[config.mk]
export PLATFORM = sky130hd
export DESIGN_NAME = fwd_hazard_unit
export DESIGN_NICKNAME = d
export VERILOG_FILES = /design/src/rtl/fwd_hazard_unit.sv
export SDC_FILE = /design/constraint.sdc
export NUM_CORES = 1
export LEC_CHECK = 0
export CAP_MARGIN = 20
export CORE_AREA = 3 3 209 211
export CTS_BUF_LIST = sky130_fd_sc_hd__clkbuf_8
export DETAILED_ROUTE_END_ITERATION = 8
export DIE_AREA = 0 0 212 214
export PLACE_DENSITY = 0.51
export SLEW_MARGIN = 20
export SYNTH_ARGS = -nofsm -noshare
export SYNTH_HDL_FRONTEND = slang
export SYNTH_SLANG_ARGS = --single-unit
[constraint.sdc]
create_clock -name clk -period 6.07 [get_ports clk]
set_input_delay 1.5175 -clock clk [delete_from_list [all_inputs] [get_ports clk]]
set_output_delay 1.5175 -clock clk [all_outputs]
set_load 0.05 [all_outputs]
[src/rtl/fwd_hazard_unit.sv]
// ---------------------------------------------------------------------------
// fwd_hazard_unit
//
// Operand forwarding and pipeline hazard detection for the ID stage of the
// five-stage MIPS core. Each ID read port takes its operand from the youngest
// in-flight producer (EX, then MEM) or falls back to the register file. Stalls
// are raised for load-use hazards and for HI/LO reads that would race an
// in-flight multiply/divide.
//
// Parameters:
//   NRP    number of ID-stage register read ports
//   DW     datapath width
//   MDLAT  mul/div result latency in cycles (1..15)
//
// Configuration macro:
//   FWD_DMOUT_EN  when defined, a load sitting in MEM forwards dmout_mem
//                 directly; when undefined, it stalls ID for one more cycle.
//
// Ports:
//   clk, rst                 clock, synchronous active-high reset
//   rd_en_id/addr/data       per-port read enable, address (5 bits/port),
//                            register file read data (DW bits/port)
//   rw_ex, rw_mem            destination register of EX / MEM instruction
//   din_sel_ex, din_sel_mem  writeback source code of EX / MEM instruction
//   alu_r_*, cp0_*, pc_*,
//   hilo_*, dmout_mem        candidate forward values (HI in hilo upper half)
//   md_start_ex              mul/div enters EX this cycle
//   hilo_rd_id               ID instruction reads HI/LO
//   fwd_data_id              resolved operands, combinational
//   stall_id                 freeze IF/ID
//   md_busy                  mul/div in flight (registered)
//   stall_cnt                saturating count of stalled cycles
// ---------------------------------------------------------------------------
module fwd_hazard_unit #(
   parameter int NRP   = 2,
   parameter int DW    = 32,
   parameter int MDLAT = 4
) (
   input  logic              clk,
   input  logic              rst,
   input  logic [NRP-1:0]    rd_en_id,
   input  logic [5*NRP-1:0]  rd_addr_id,
   input  logic [DW*NRP-1:0] rd_data_id,
   input  logic [4:0]        rw_ex,
   input  logic [4:0]        rw_mem,
   input  logic [2:0]        din_sel_ex,
   input  logic [2:0]        din_sel_mem,
   input  logic [DW-1:0]     alu_r_ex,
   input  logic [DW-1:0]     alu_r_mem,
   input  logic [DW-1:0]     cp0_ex,
   input  logic [DW-1:0]     cp0_mem,
   input  logic [DW-1:0]     dmout_mem,
   input  logic [31:0]       pc_ex,
   input  logic [31:0]       pc_mem,
   input  logic [2*DW-1:0]   hilo_ex,
   input  logic [2*DW-1:0]   hilo_mem,
   input  logic              md_start_ex,
   input  logic              hilo_rd_id,
   output logic [DW*NRP-1:0] fwd_data_id,
   output logic              stall_id,
   output logic              md_busy,
   output logic [31:0]       stall_cnt
);

   localparam logic [2:0] SEL_PC8   = 3'b001;
   localparam logic [2:0] SEL_DMOUT = 3'b010;
   localparam logic [2:0] SEL_CP0   = 3'b011;
   localparam logic [2:0] SEL_HI    = 3'b100;
   localparam logic [2:0] SEL_LO    = 3'b101;
   localparam logic [2:0] SEL_ALU   = 3'b110;

   logic [3:0]     md_cnt;
   logic [3:0]     md_cnt_next;
   logic [DW-1:0]  ex_val;
   logic [DW-1:0]  mem_val;
   logic           ex_fwd_ok;
   logic           mem_fwd_ok;
   logic [NRP-1:0] hit_ex;
   logic [NRP-1:0] hit_mem;
   logic [NRP-1:0] load_use_ex;
   logic [NRP-1:0] load_use_mem;

   // Value a stage would write back, selected by its source code. The return
   // address is truncated or zero-extended to the datapath width.
   function automatic logic [DW-1:0] stage_value(
      input logic [2:0]      sel,
      input logic [DW-1:0]   alu,
      input logic [DW-1:0]   cp0,
      input logic [DW-1:0]   dmout,
      input logic [31:0]     pc,
      input logic [2*DW-1:0] hilo
   );
      logic [31:0] pc8;
      pc8 = pc + 32'd8;
      case (sel)
         SEL_ALU:   return alu;
         SEL_PC8:   return DW'(pc8);
         SEL_DMOUT: return dmout;
         SEL_CP0:   return cp0;
         SEL_HI:    return hilo[2*DW-1:DW];
         SEL_LO:    return hilo[DW-1:0];
         default:   return '0;
      endcase
   endfunction

   // Candidate values per stage and whether the stage's source code is one we
   // may forward. A load in EX has no data yet, so EX never forwards 010. A
   // load in MEM forwards only when the dmout bypass is built in.
   always_comb begin
      ex_val    = stage_value(din_sel_ex, alu_r_ex, cp0_ex, '0, pc_ex, hilo_ex);
      mem_val   = stage_value(din_sel_mem, alu_r_mem, cp0_mem, dmout_mem, pc_mem, hilo_mem);
      ex_fwd_ok = din_sel_ex inside {SEL_ALU, SEL_PC8, SEL_CP0, SEL_HI, SEL_LO};
`ifdef FWD_DMOUT_EN
      mem_fwd_ok = din_sel_mem inside {SEL_ALU, SEL_PC8, SEL_DMOUT, SEL_CP0, SEL_HI, SEL_LO};
`else
      mem_fwd_ok = din_sel_mem inside {SEL_ALU, SEL_PC8, SEL_CP0, SEL_HI, SEL_LO};
`endif
   end

   // Per-port match and operand selection. EX is younger than MEM, so it wins.
   // A MEM load hazard only matters when EX is not already supplying the port.
   always_comb begin
      fwd_data_id  = rd_data_id;
      hit_ex       = '0;
      hit_mem      = '0;
      load_use_ex  = '0;
      load_use_mem = '0;
      for (int i = 0; i < NRP; i++) begin
         hit_ex[i]      = rd_en_id[i] && (rd_addr_id[5*i +: 5] == rw_ex)  && (rw_ex  != 5'd0);
         hit_mem[i]     = rd_en_id[i] && (rd_addr_id[5*i +: 5] == rw_mem) && (rw_mem != 5'd0);
         load_use_ex[i] = hit_ex[i] && (din_sel_ex == SEL_DMOUT);
`ifndef FWD_DMOUT_EN
         load_use_mem[i] = hit_mem[i] && (din_sel_mem == SEL_DMOUT) && !(hit_ex[i] && ex_fwd_ok);
`endif
         if (hit_ex[i] && ex_fwd_ok) begin
            fwd_data_id[DW*i +: DW] = ex_val;
         end else if (hit_mem[i] && mem_fwd_ok) begin
            fwd_data_id[DW*i +: DW] = mem_val;
         end
      end
   end

   // All stall causes collapse into one signal; reset masks it.
   always_comb begin
      stall_id = !rst && ((|load_use_ex) || (|load_use_mem) ||
                          (hilo_rd_id && (md_busy || md_start_ex)));
   end

   // Mul/div countdown. A new start always reloads the full latency, even if
   // an earlier operation is still counting.
   always_comb begin
      if (md_start_ex) begin
         md_cnt_next = 4'(MDLAT);
      end else if (md_cnt != 4'd0) begin
         md_cnt_next = md_cnt - 4'd1;
      end else begin
         md_cnt_next = md_cnt;
      end
   end

   // md_busy is registered from the next count so it tracks md_cnt exactly.
   always_ff @(posedge clk) begin
      if (rst) begin
         md_cnt  <= 4'd0;
         md_busy <= 1'b0;
      end else begin
         md_cnt  <= md_cnt_next;
         md_busy <= (md_cnt_next != 4'd0);
      end
   end

   // Stall statistics, saturating rather than wrapping.
   always_ff @(posedge clk) begin
      if (rst) begin
         stall_cnt <= 32'd0;
      end else if (stall_id && (stall_cnt != 32'hFFFF_FFFF)) begin
         stall_cnt <= stall_cnt + 32'd1;
      end
   end

endmodule

==> results.md, run 1 <==
- Input/output buffers: 545
- WHS Path Cells: 2
- Count leader, synth: nor2_1
- First-pass GRT wire length: 70200 um
- Sum of negative setup slack: 0 ns
- Int Power: 809 uW
- FF+latch count, synth: 37
- Post-synth top area share: 10.9%
- Max-Slew Margin vs Limit: 36.7%
- Sw Ratio: 40.6%
- Final ANT Viol Nets: 0
- Syn Std Cell Area: 6770 um2
- Residual DRC: 0
- Worst skew pair latency: 0.30 ns
- Worst EP arrival: 4.31 ns
- Starting Density: 16.1%
- Wirelength, routed: 49800 um
- Finish-stage setup viols: 0
- Tcrit/Tclk final: 96.0%
- R2R setup slack: 3.50 ns
- CP max FO: 7
- Clock Tree Root: clkbuf_8
- Die Area: 45400 um2
- Hold slack: 0.489 ns
- Cells after synthesis: 1004
- GP Congestion: 0.897
- GRT Resource Usage Total: 20.5%
- Vias/cell: 4.95
- Clock Skew: 0.00647 ns
- First DRT Iteration DRCs: 765
- I/O pin count: 546
- Vias in the first global route: 10500
- Cell Pwr Density: 101 nW/um2
- Peak VDD IR: 0.134 mV
- Total CTS buffers: 5
- Syn_area_per_cell: 6.75 um2
- Core ar.: 41900 um2
- Max cap viols: 0
- Static leakage: 0.00489 uW
- Synth warn: 0
- Worst-path clk slew: 0.07 ns
- Post-CTS setup buffer count: 0
- Status: finished clean
- Worst Path Required: 4.55 ns
- Nets: 1983
- Met3 WL post-DR: 3980 um
- Antenna violations before repair: 14
- Metal-1 WL: 19500 um
- Worst slew pin tran: 0.946 ns
- Syn_nets: 1456
- Post-synthesis sequential area ratio: 10.9%
- FMAX: 172 MHz
- WL met2: 25100 um
- Drt pass-1 iters: 8
- Post-synth top flop: dfxtp_1
- Final Slew Violations: 0
- # hold bufs at CTS: 0
- Die Wd: 212 um
- Top Metal Used: met5
- CP endpoint kind: output pin
- Hold Path Class: flop to flop
- Setup CP Type: input port to output pin
- P&R area growth vs syn: 98.6%
- Unrepaired setup endpoints after global routing: false
- Share of cells above drive strength 1: 11.6%
- Startpoint Class: input port
- Ys async rst share: 0%
- Dpl hpwl: 42200 um
- Clock sink total: 37
- CTS tree: yes
- Resized cells post-CTS: 0
- Area leader, netlist: dfxtp_1
- Clk buf depth: 2
- Hold Violations, Final: 0
- Final min period: 5.83 ns
- Reg power frac: 18.4%
- Vias: 10300
- EDFF count, synth: 0
- Global route overflow: 0
- P_sw: 552 uW
- Synth cell count leaders: 102 x nor2_1, 86 x o21ai_0, 83 x nand2_1
- Gate power share: 68.9%
- Die H: 214 um
- Clock power share: 12.7%
- Worst reg-to-reg path cell count: 7
- Area contributors post-synth: dfxtp_1 11%, a22oi_1 6.5%, o21ai_0 6.4%
- Htree depth: 2
- Rows: 75
- Synth cell types: 61
- Largest net degree at the start of global routing: 50
- WL/cell: 23.9 um
-- final timing paths --
path,start,endpoint
max reg2reg,stall_cnt[12],stall_cnt[28]
min,stall_cnt[1],stall_cnt[1]
max,pc_ex[3],fwd_data_id[53]
min reg2reg,stall_cnt[1],stall_cnt[1]
-- layer usage --
| metal | up-vias | track usage [%] |
|---|---|---|
| met5 | - | 0 |
| met4 | 2 | 6.59 |
| met3 | 40 | 4.67 |
| met2 | 438 | 36.8 |
| met1 | 4905 | 23.8 |
| li1 | 4924 | - |
-- state kept, by name (all words and copies together) (netlist names) --
| signal | flops |
|---|---|
| md_busy | 1 |
| md_cnt | 4 |
| stall_cnt | 32 |
-- cell type report --
type | instances | area (um2)
Fill cell | 4519 | 28500
Timing Repair Buffer | 599 | 6200
Multi-Input combinational cell | 873 | 5670
Sequential cell | 37 | 741
Tap cell | 539 | 674
Clock buffer | 5 | 68.8
Inverter | 15 | 56.3
Antenna cell | 13 | 32.5
Clock inverter | 3 | 13.8
-- per-stage QoR --
| step | total power (uW) | util (%) | worst slack [ns] | instances | area [um2] |
|---|---|---|---|---|---|
| 2_1_floorplan | 627 | - | 0.425 | 1004 | 6770 |
| 3_3_place_gp | 1200 | 31.8 | 0.269 | 2063 | 13300 |
| 3_5_place_dp | 1200 | 31.8 | 0.241 | 2063 | 13300 |
| 4_1_cts | 1380 | 32.0 | 0.244 | 2071 | 13400 |
| 5_1_grt | 1430 | 32.1 | 0.0471 | 2083 | 13500 |
| 6_report | 1360 | 32.1 | 0.242 | 2084 | 13500 |
-- cells by family after synthesis --
group | count (synthesis) | synth area share, %
flip-flops | 37 | 10.9
multiplexers | 58 | 9.18
AO/OA/AOI/OAI | 370 | 37.0
adder cells (fa/ha/maj) | 4 | 0.739
XOR/XNOR | 74 | 9.57
AND/OR/NAND/NOR | 367 | 27.2
buffers and inverters | 94 | 5.43
-- worst max-delay path: stages --
cell and delay [ns]:
clkdlybuf4s50_1 0.58, ha_1 0.29, and3_1 0.31, nor3b_2 0.49, nand3_1 0.15, xor2_1 0.16
o211ai_1 0.37, o2bb2ai_1 0.24, buf_12 0.18
-- power by group through the flow --
stage          sequential [uW]  combinational [uW]  clock, uW
2_1_floorplan              264                 363          0
3_3_place_gp               257                 940          0
3_5_place_dp               257                 943          0
4_1_cts                    251                 947        178
5_1_grt                    252                 993        188
6_report                   251                 938        172
-- cell usage in the layout, fill, tap and decap left out, types with 33 or more instances in the layout --
master,n
xor2_1,36
nor2_1,101
xnor2_1,38
nand2_1,83
nand3_1,39
a21oi_1,67
mux2_2,33
a22oi_1,59
o22ai_1,39
dfxtp_1,37
clkdlybuf4s50_1,477
o21ai_0,86
buf_12,41
buf_4,78
No activity file was read; power rests on OpenSTA's default activity.
==> run 2, diff against run 1 <==
Settings changed: GPL_TIMING_DRIVEN set to 0.
==> run 2 against run 1 <==
Core utilization is 0.53 points lower. Register-to-register slack worse by 0.04 ns. Maximum frequency is 2.6% lower. Critical path type unchanged. Clock-buffer cell count stayed put. Worst setup slack worse by 0.15 ns. Critical path depth is 2 higher. Largest cell class is now multi-input combinational cells. Design area is 1.7% lower. Sequential power hardly changed. Combinational power is 4.3% lower. Sequential share of layout area is 0.093 points higher. Die area stayed put.
==> results.md, run 2 (synthesis gave the netlist of run 1 again) <==
- Dpl hpwl: 45900 um (+8.8%)
- First DRT Iteration DRCs: 716 (-6.4%)
- I/O pin count: 546 (unchanged)
- R2r startpoint: stall_cnt[2]
- Share of cells above drive strength 1: 12.7% (+1.1 points)
- Residual DRC: 0 (unchanged)
- Htree depth: 2 (unchanged)
- Clock Tree Root: clkbuf_8
- Worst skew pair latency: 0.31 ns (about the same)
- Max cap viols: 0 (unchanged)
- Largest net degree at the start of global routing: 13 (-74%)
- Final setup margin: 0.0889 ns (-0.153 ns)
- # hold bufs at CTS: 0 (unchanged)
- Setup CP Type: input port to output pin
- CP max-delay cell: clkdlybuf4s50_1
- Worst Path Buf+Inv: 3 (+1)
- Global route overflow: 0 (unchanged)
- Vias/cell: 5.02 (+1.6%)
- Worst reg-to-reg path cell count: 8 (+1)
- P&R area growth vs syn: 95.3%
- Clock Skew: 0.0178 ns (+0.0114 ns)
- Total CTS buffers: 5 (unchanged)
- Tcrit/Tclk final: 98.5% (+2.5 points)
- GRT Resource Usage Total: 22.0% (+1.5 points)
- Worst-path clk slew: 0.08 ns (about the same)
- GP Congestion: 0.890 (-0.86%)
- Clock sink total: 37 (unchanged)
- Worst EP arrival: 4.46 ns (+0.15 ns)
- CP max FO: 5 (-2)
- Antenna violations before repair: 21 (+7)
- Die H: 214 um (unchanged)
- Hold Violations, Final: 0 (unchanged)
- Pre-CTS WS: -1.40 ns (-1.64 ns)
- Final Util: 31.5% (-0.53 points)
- Die Area: 45400 um2 (unchanged)
- Commonest non-fill, non-tap cell in the layout: clkdlybuf4s50_1
- Top Family by Delay on Critical Path: buffers and inverters
- Unrepaired setup endpoints after global routing: false
- CP max stage delay: 0.56 ns (-0.02 ns)
- Cells after DPL: 2088 (+1.2%)
- Register area: 741 um2 (unchanged)
- Clk buf depth: 2 (unchanged)
- Critical path origin: pc_mem[3]
- CP endpoint kind: output pin
- Peak VDD IR: 0.142 mV (+6.5%)
- Finish-stage setup viols: 0 (unchanged)
- WL/cell: 25.3 um (+5.7%)
- Levels on crit path: 11 (+2)
- Worst Path Required: 4.55 ns (about the same)
- Top Registers: stall_cnt (32), md_cnt (4), md_busy (1)
- Hold Path Class: flop to flop
- Hold path startpoint: stall_cnt[1]
- WHS Path Cells: 2 (unchanged)
- Final Slew Violations: 0 (unchanged)
- CP dominant cell by count: a21oi_1
- Multi-input gate area: 5850 um2 (+3.1%)
- Final min period: 5.98 ns (+0.153 ns)
- Drt pass-1 iters: 8 (unchanged)
- Vias: 10600 (+2.7%)
- R2R setup slack: 3.46 ns (-0.04 ns)
- Fin cells: 2108 (+1.2%)
- Rows: 75 (unchanged)
- Cell Pwr Density: 104 nW/um2 (+2.6%)
- Input/output buffers: 545 (unchanged)
- WHS Endpoint: stall_cnt[1]
- Static leakage: 0.00481 uW (-1.7%)
- Fillers: 4654 (+3.0%)
- Final ANT Viol Nets: 0 (unchanged)
- Core ar.: 41900 um2 (unchanged)
- Vias in the first global route: 10700 (+2.7%)
- Worst slew pin tran: 0.914 ns (-0.0320 ns)
- CTS tree: yes
- Most flops, register: stall_cnt
- Startpoint Class: input port
- Max-Slew Margin vs Limit: 39.1% (+2.4 points)
- CP Cell Sequence: clkdlybuf4s50_1 > ha_1 > nand4_1 > buf_4 > or4_1 > nor2_1 > xor2_1 > a21oi_1 > a21oi_1 > a21o_1 > dlygate4sd2_1
- Worst r2r dst: stall_cnt[31]
- First-pass GRT wire length: 74100 um (+5.6%)
- Die Wd: 212 um (unchanged)
- Wirelength, routed: 53300 um (+6.9%)
- FMAX: 167 MHz (-2.6%)
- Status: finished clean
- Largest register FFs: 32 (unchanged)
- Commonest non-fill, non-tap cells in the layout: 479 x clkdlybuf4s50_1, 98 x nor2_1, 80 x nand2_1, 76 x o21ai_0, 64 x a21oi_1
- Starting Density: 16.1% (unchanged)
- Nets: 2008 (+1.3%)
==> run 2: changes by cell type in the layout (fill, tap and decap cells not counted), moves of 22 or more <==
cell             change
buf_12              -41
clkbuf_1            +22
clkbuf_2            +51
buf_4               -69
clkdlybuf4s15_2     +25
==> run 2: layout make-up <==
| class | instances | area share [%] |
|---|---|---|
| Multi-Input combinational cell | 873 | 44.2 |
| Inverter | 15 | 0.426 |
| Clock inverter | 3 | 0.322 |
| Timing Repair Buffer | 551 | 40.9 |
| Antenna cell | 12 | 0.227 |
| Tap cell | 539 | 5.10 |
| Clock buffer | 5 | 0.520 |
| Sequential cell | 37 | 5.60 |
| Buffer | 73 | 2.71 |
==> run 2: worst max-delay path by stage <==
stage	to	slack, ns
2_1_floorplan	fwd_data_id[42]	0.42
3_3_place_gp	fwd_data_id[43]	-1.37
3_5_place_dp	fwd_data_id[43]	-1.40
4_1_cts	fwd_data_id[43]	-0.03
5_1_grt	fwd_data_id[61]	0.002
6_report	fwd_data_id[19]	0.09
==> run 2: metrics by stage <==
step	total power (uW)	hold slack, ns	TNS (ns)	instance area, um2
3_5_place_dp	1150	0.486	-56.22	12900
4_1_cts	1380	0.501	-0.0833	13200
3_3_place_gp	1150	0.476	-55.14	12900
6_report	1370	0.498	0	13200
5_1_grt	1440	0.534	0	13200
2_1_floorplan	627	0.504	0	6770
==> run 2: worst reg2reg max path, cell delays in order, from the launching register on <==
cell and delay [ns]:
dfxtp_1 0.45, and4_1 0.33, and3_1 0.20, and3_1 0.15, clkbuf_1 0.33, nor3b_1 0.46, nand4_1 0.17, or3_1 0.32
a21oi_1 0.14
==> run 2: metal layers <==
layer | vias to the layer above | GRT usage, % | share of wire (%)
li1 | 4990 | - | -
met1 | 5074 | 26.9 | 41
met2 | 459 | 38.8 | 49
met3 | 47 | 5.61 | 8.3
met4 | 20 | 4.62 | 1.3
met5 | - | 0 | 0.24
==> run 2: what timing repair did <==
item / 4_1_cts / 5_1_grt
pin swaps: 3 / 6
endpoints found under the hold margin: 0 / 0
setup endpoints to repair: 65 / 60
gates resized for setup: 243 / 86
buffers inserted: 1 / 5
==> run 2: where the power goes <==
| part | leakage (uW) | internal [uW] | switching, uW |
|---|---|---|---|
| sequential | 0.000299 | 247 | 3.82 |
| clock | 0.0000596 | 122 | 103 |
| combinational | 0.00445 | 430 | 468 |
==> run 3, diff against run 2 <==
Settings changed: SETUP_SLACK_MARGIN set to 0.1, SKIP_CTS_REPAIR_TIMING set to 1.
==> run 3 against run 2 <==
Maximum frequency increased by 1.9%. Global-route usage down 0.082 points. Sequential cell count unchanged. Clock-buffer cell count unchanged. Wire length barely moved. Critical path depth is 3 lower. Worst setup slack better by 0.11 ns. Largest cell class unchanged.
==> results.md, run 3 (synthesis gave the netlist of run 1 again) <==
- Multi-input gate area: 5850 um2 (unchanged)
- Share of cells above drive strength 1: 13.2% (+0.59 points)
- Clk buf depth: 2 (unchanged)
- Dpl hpwl: 45900 um (unchanged)
- Final Slew Violations: 0 (unchanged)
- Top Family by Delay on Critical Path: buffers and inverters
- Final ANT Viol Nets: 0 (unchanged)
- Static leakage: 0.00485 uW (+0.88%)
- Worst slew pin tran: 0.936 ns (+0.0219 ns)
- Worst Path Buf+Inv: 4 (+1)
- Fillers: 4654 (unchanged)
- Input/output buffers: 545 (unchanged)
- Finish-stage setup viols: 0 (unchanged)
- Largest net degree at the start of global routing: 13 (unchanged)
- Most flops, register: stall_cnt
- CP dominant cell by count: clkbuf_2
- First-pass GRT wire length: 73700 um (-0.52%)
- Die Area: 45400 um2 (unchanged)
- Max-Slew Margin vs Limit: 37.6% (-1.5 points)
- Htree depth: 2 (unchanged)
- Final Cell Area: 13100 um2 (-1.2%)
- CP endpoint kind: output pin
- Hold Violations, Final: 0 (unchanged)
- WL/cell: 25.2 um (-0.22%)
- Vias in the first global route: 10700 (-0.45%)
- Core ar.: 41900 um2 (unchanged)
- Setup CP Type: input port to output pin
- Worst Path Required: 4.55 ns (about the same)
- CP Cell Sequence: clkdlybuf4s50_1 > clkbuf_2 > nor2b_1 > clkbuf_2 > nand2_1 > o211ai_1 > a21o_1 > dlymetal6s2s_1
- CP max-delay cell: clkdlybuf4s50_1
- Clock sink total: 37 (unchanged)
- Unrepaired setup endpoints after global routing: false
- Drt pass-1 iters: 7 (-1)
- Status: finished clean
- Nets: 2014 (+0.30%)
- Clock Tree Root: clkbuf_8
- Residual DRC: 0 (unchanged)
- Vias/cell: 5.02 (-0.15%)
- GRT Resource Usage Total: 21.9% (-0.082 points)
- Cells after DPL: 2088 (unchanged)
- Worst EP arrival: 4.35 ns (-0.11 ns)
- Rows: 75 (unchanged)
- Top Registers: stall_cnt (32), md_cnt (4), md_busy (1)
- Final min period: 5.87 ns (-0.109 ns)
- CTS tree: yes
- Hold Path Class: flop to flop
- Die H: 214 um (unchanged)
- GP Congestion: 0.890 (unchanged)
- First DRT Iteration DRCs: 637 (-11%)
- Startpoint Class: input port
- Cell Pwr Density: 104 nW/um2 (+0.43%)
- Vias: 10600 (+0.13%)
- Global route overflow: 0 (unchanged)
- Worst-path clk slew: 0.08 ns (about the same)
- Tcrit/Tclk final: 96.7% (-1.8 points)
- Antenna violations before repair: 21 (unchanged)
- Starting Density: 16.1% (unchanged)
- CP max FO: 10 (+5)
- Peak VDD IR: 0.142 mV (about the same)
- Wirelength, routed: 53300 um (about the same)
- Largest register FFs: 32 (unchanged)
- Commonest non-fill, non-tap cell in the layout: clkdlybuf4s50_1
- Worst skew pair latency: 0.31 ns (about the same)
- CP max stage delay: 0.63 ns (+0.07 ns)
- P&R area growth vs syn: 93.1%
- Fin cells: 2114 (+0.28%)
- Max cap viols: 0 (unchanged)
- Total CTS buffers: 5 (unchanged)
- FMAX: 170 MHz (+1.9%)
- Commonest non-fill, non-tap cells in the layout: 478 x clkdlybuf4s50_1, 98 x nor2_1, 91 x clkbuf_2, 80 x nand2_1, 75 x o21ai_0
- Clock Skew: 0.0165 ns (-0.00129 ns)
- I/O pin count: 546 (unchanged)
- Die Wd: 212 um (unchanged)
- Placed inst area: 12900 um2 (unchanged)
- Register area: 741 um2 (unchanged)
[run 3: cell count changes in the layout (fill, tap and decap cells not counted), moves of 5 or more]
cell / change
dlymetal6s2s_1: +6
clkdlybuf4s15_2: -25
clkbuf_2: +40
clkdlybuf4s18_2: -5
dlygate4sd2_1: -11
clkbuf_4: +5
[run 3: path summary, 6_finish.rpt]
path | startpoint | to | slack (ns) | cells after the start
hold / removal | stall_cnt[1] | stall_cnt[1] | 0.50 | 2
setup reg to reg | stall_cnt[2] | stall_cnt[31] | 3.47 | 8
hold reg to reg | stall_cnt[1] | stall_cnt[1] | 0.50 | 2
setup / recovery | din_sel_ex[0] | fwd_data_id[19] | 0.20 | 8
[run 3: routing by layer]
metal / vias to the layer above / track usage (%) / part of all wire, %
met2: 471 / 38.6 / 49
met1: 5064 / 26.8 / 40
met4: 20 / 4.60 / 1.3
met5: - / 0 / 0.24
met3: 51 / 5.67 / 8.6
li1: 4998 / - / -
[run 3: layout make-up]
type | count | area share [%]
Antenna cell | 12 | 0.230
Buffer | 79 | 2.99
Inverter | 15 | 0.431
Clock buffer | 5 | 0.526
Multi-Input combinational cell | 873 | 44.7
Sequential cell | 37 | 5.66
Tap cell | 539 | 5.16
Timing Repair Buffer | 551 | 40.0
Clock inverter | 3 | 0.325
[run 3: metrics by stage]
stage / TNS [ns] / hold WS [ns] / setup WS, ns / util (%) / total power [uW]
5_1_grt: 0 / 0.534 / 0.0830 / 31.2 / 1430
3_3_place_gp: -55.14 / 0.476 / -1.37 / 30.8 / 1150
2_1_floorplan: 0 / 0.504 / 0.425 / - / 627
4_1_cts: -56.63 / 0.501 / -1.42 / 31.0 / 1380
3_5_place_dp: -56.22 / 0.486 / -1.40 / 30.8 / 1150
6_report: 0 / 0.498 / 0.198 / 31.2 / 1360
[run 3: worst reg2reg max path, stage by stage (launching register included)]
cell      delay, ns
dfxtp_1        0.45
and4_1         0.33
and3_1         0.20
and3_1         0.15
clkbuf_1       0.33
nor3b_1        0.45
nand4_1        0.17
or3_1          0.32
a21oi_1        0.14
[run 3: power breakdown]
| part | internal [uW] | switching [uW] | total (uW) |
|---|---|---|---|
| sequential | 247 | 3.83 | 251 |
| combinational | 422 | 467 | 889 |
| clock | 122 | 101 | 223 |
| total | 790 | 573 | 1360 |
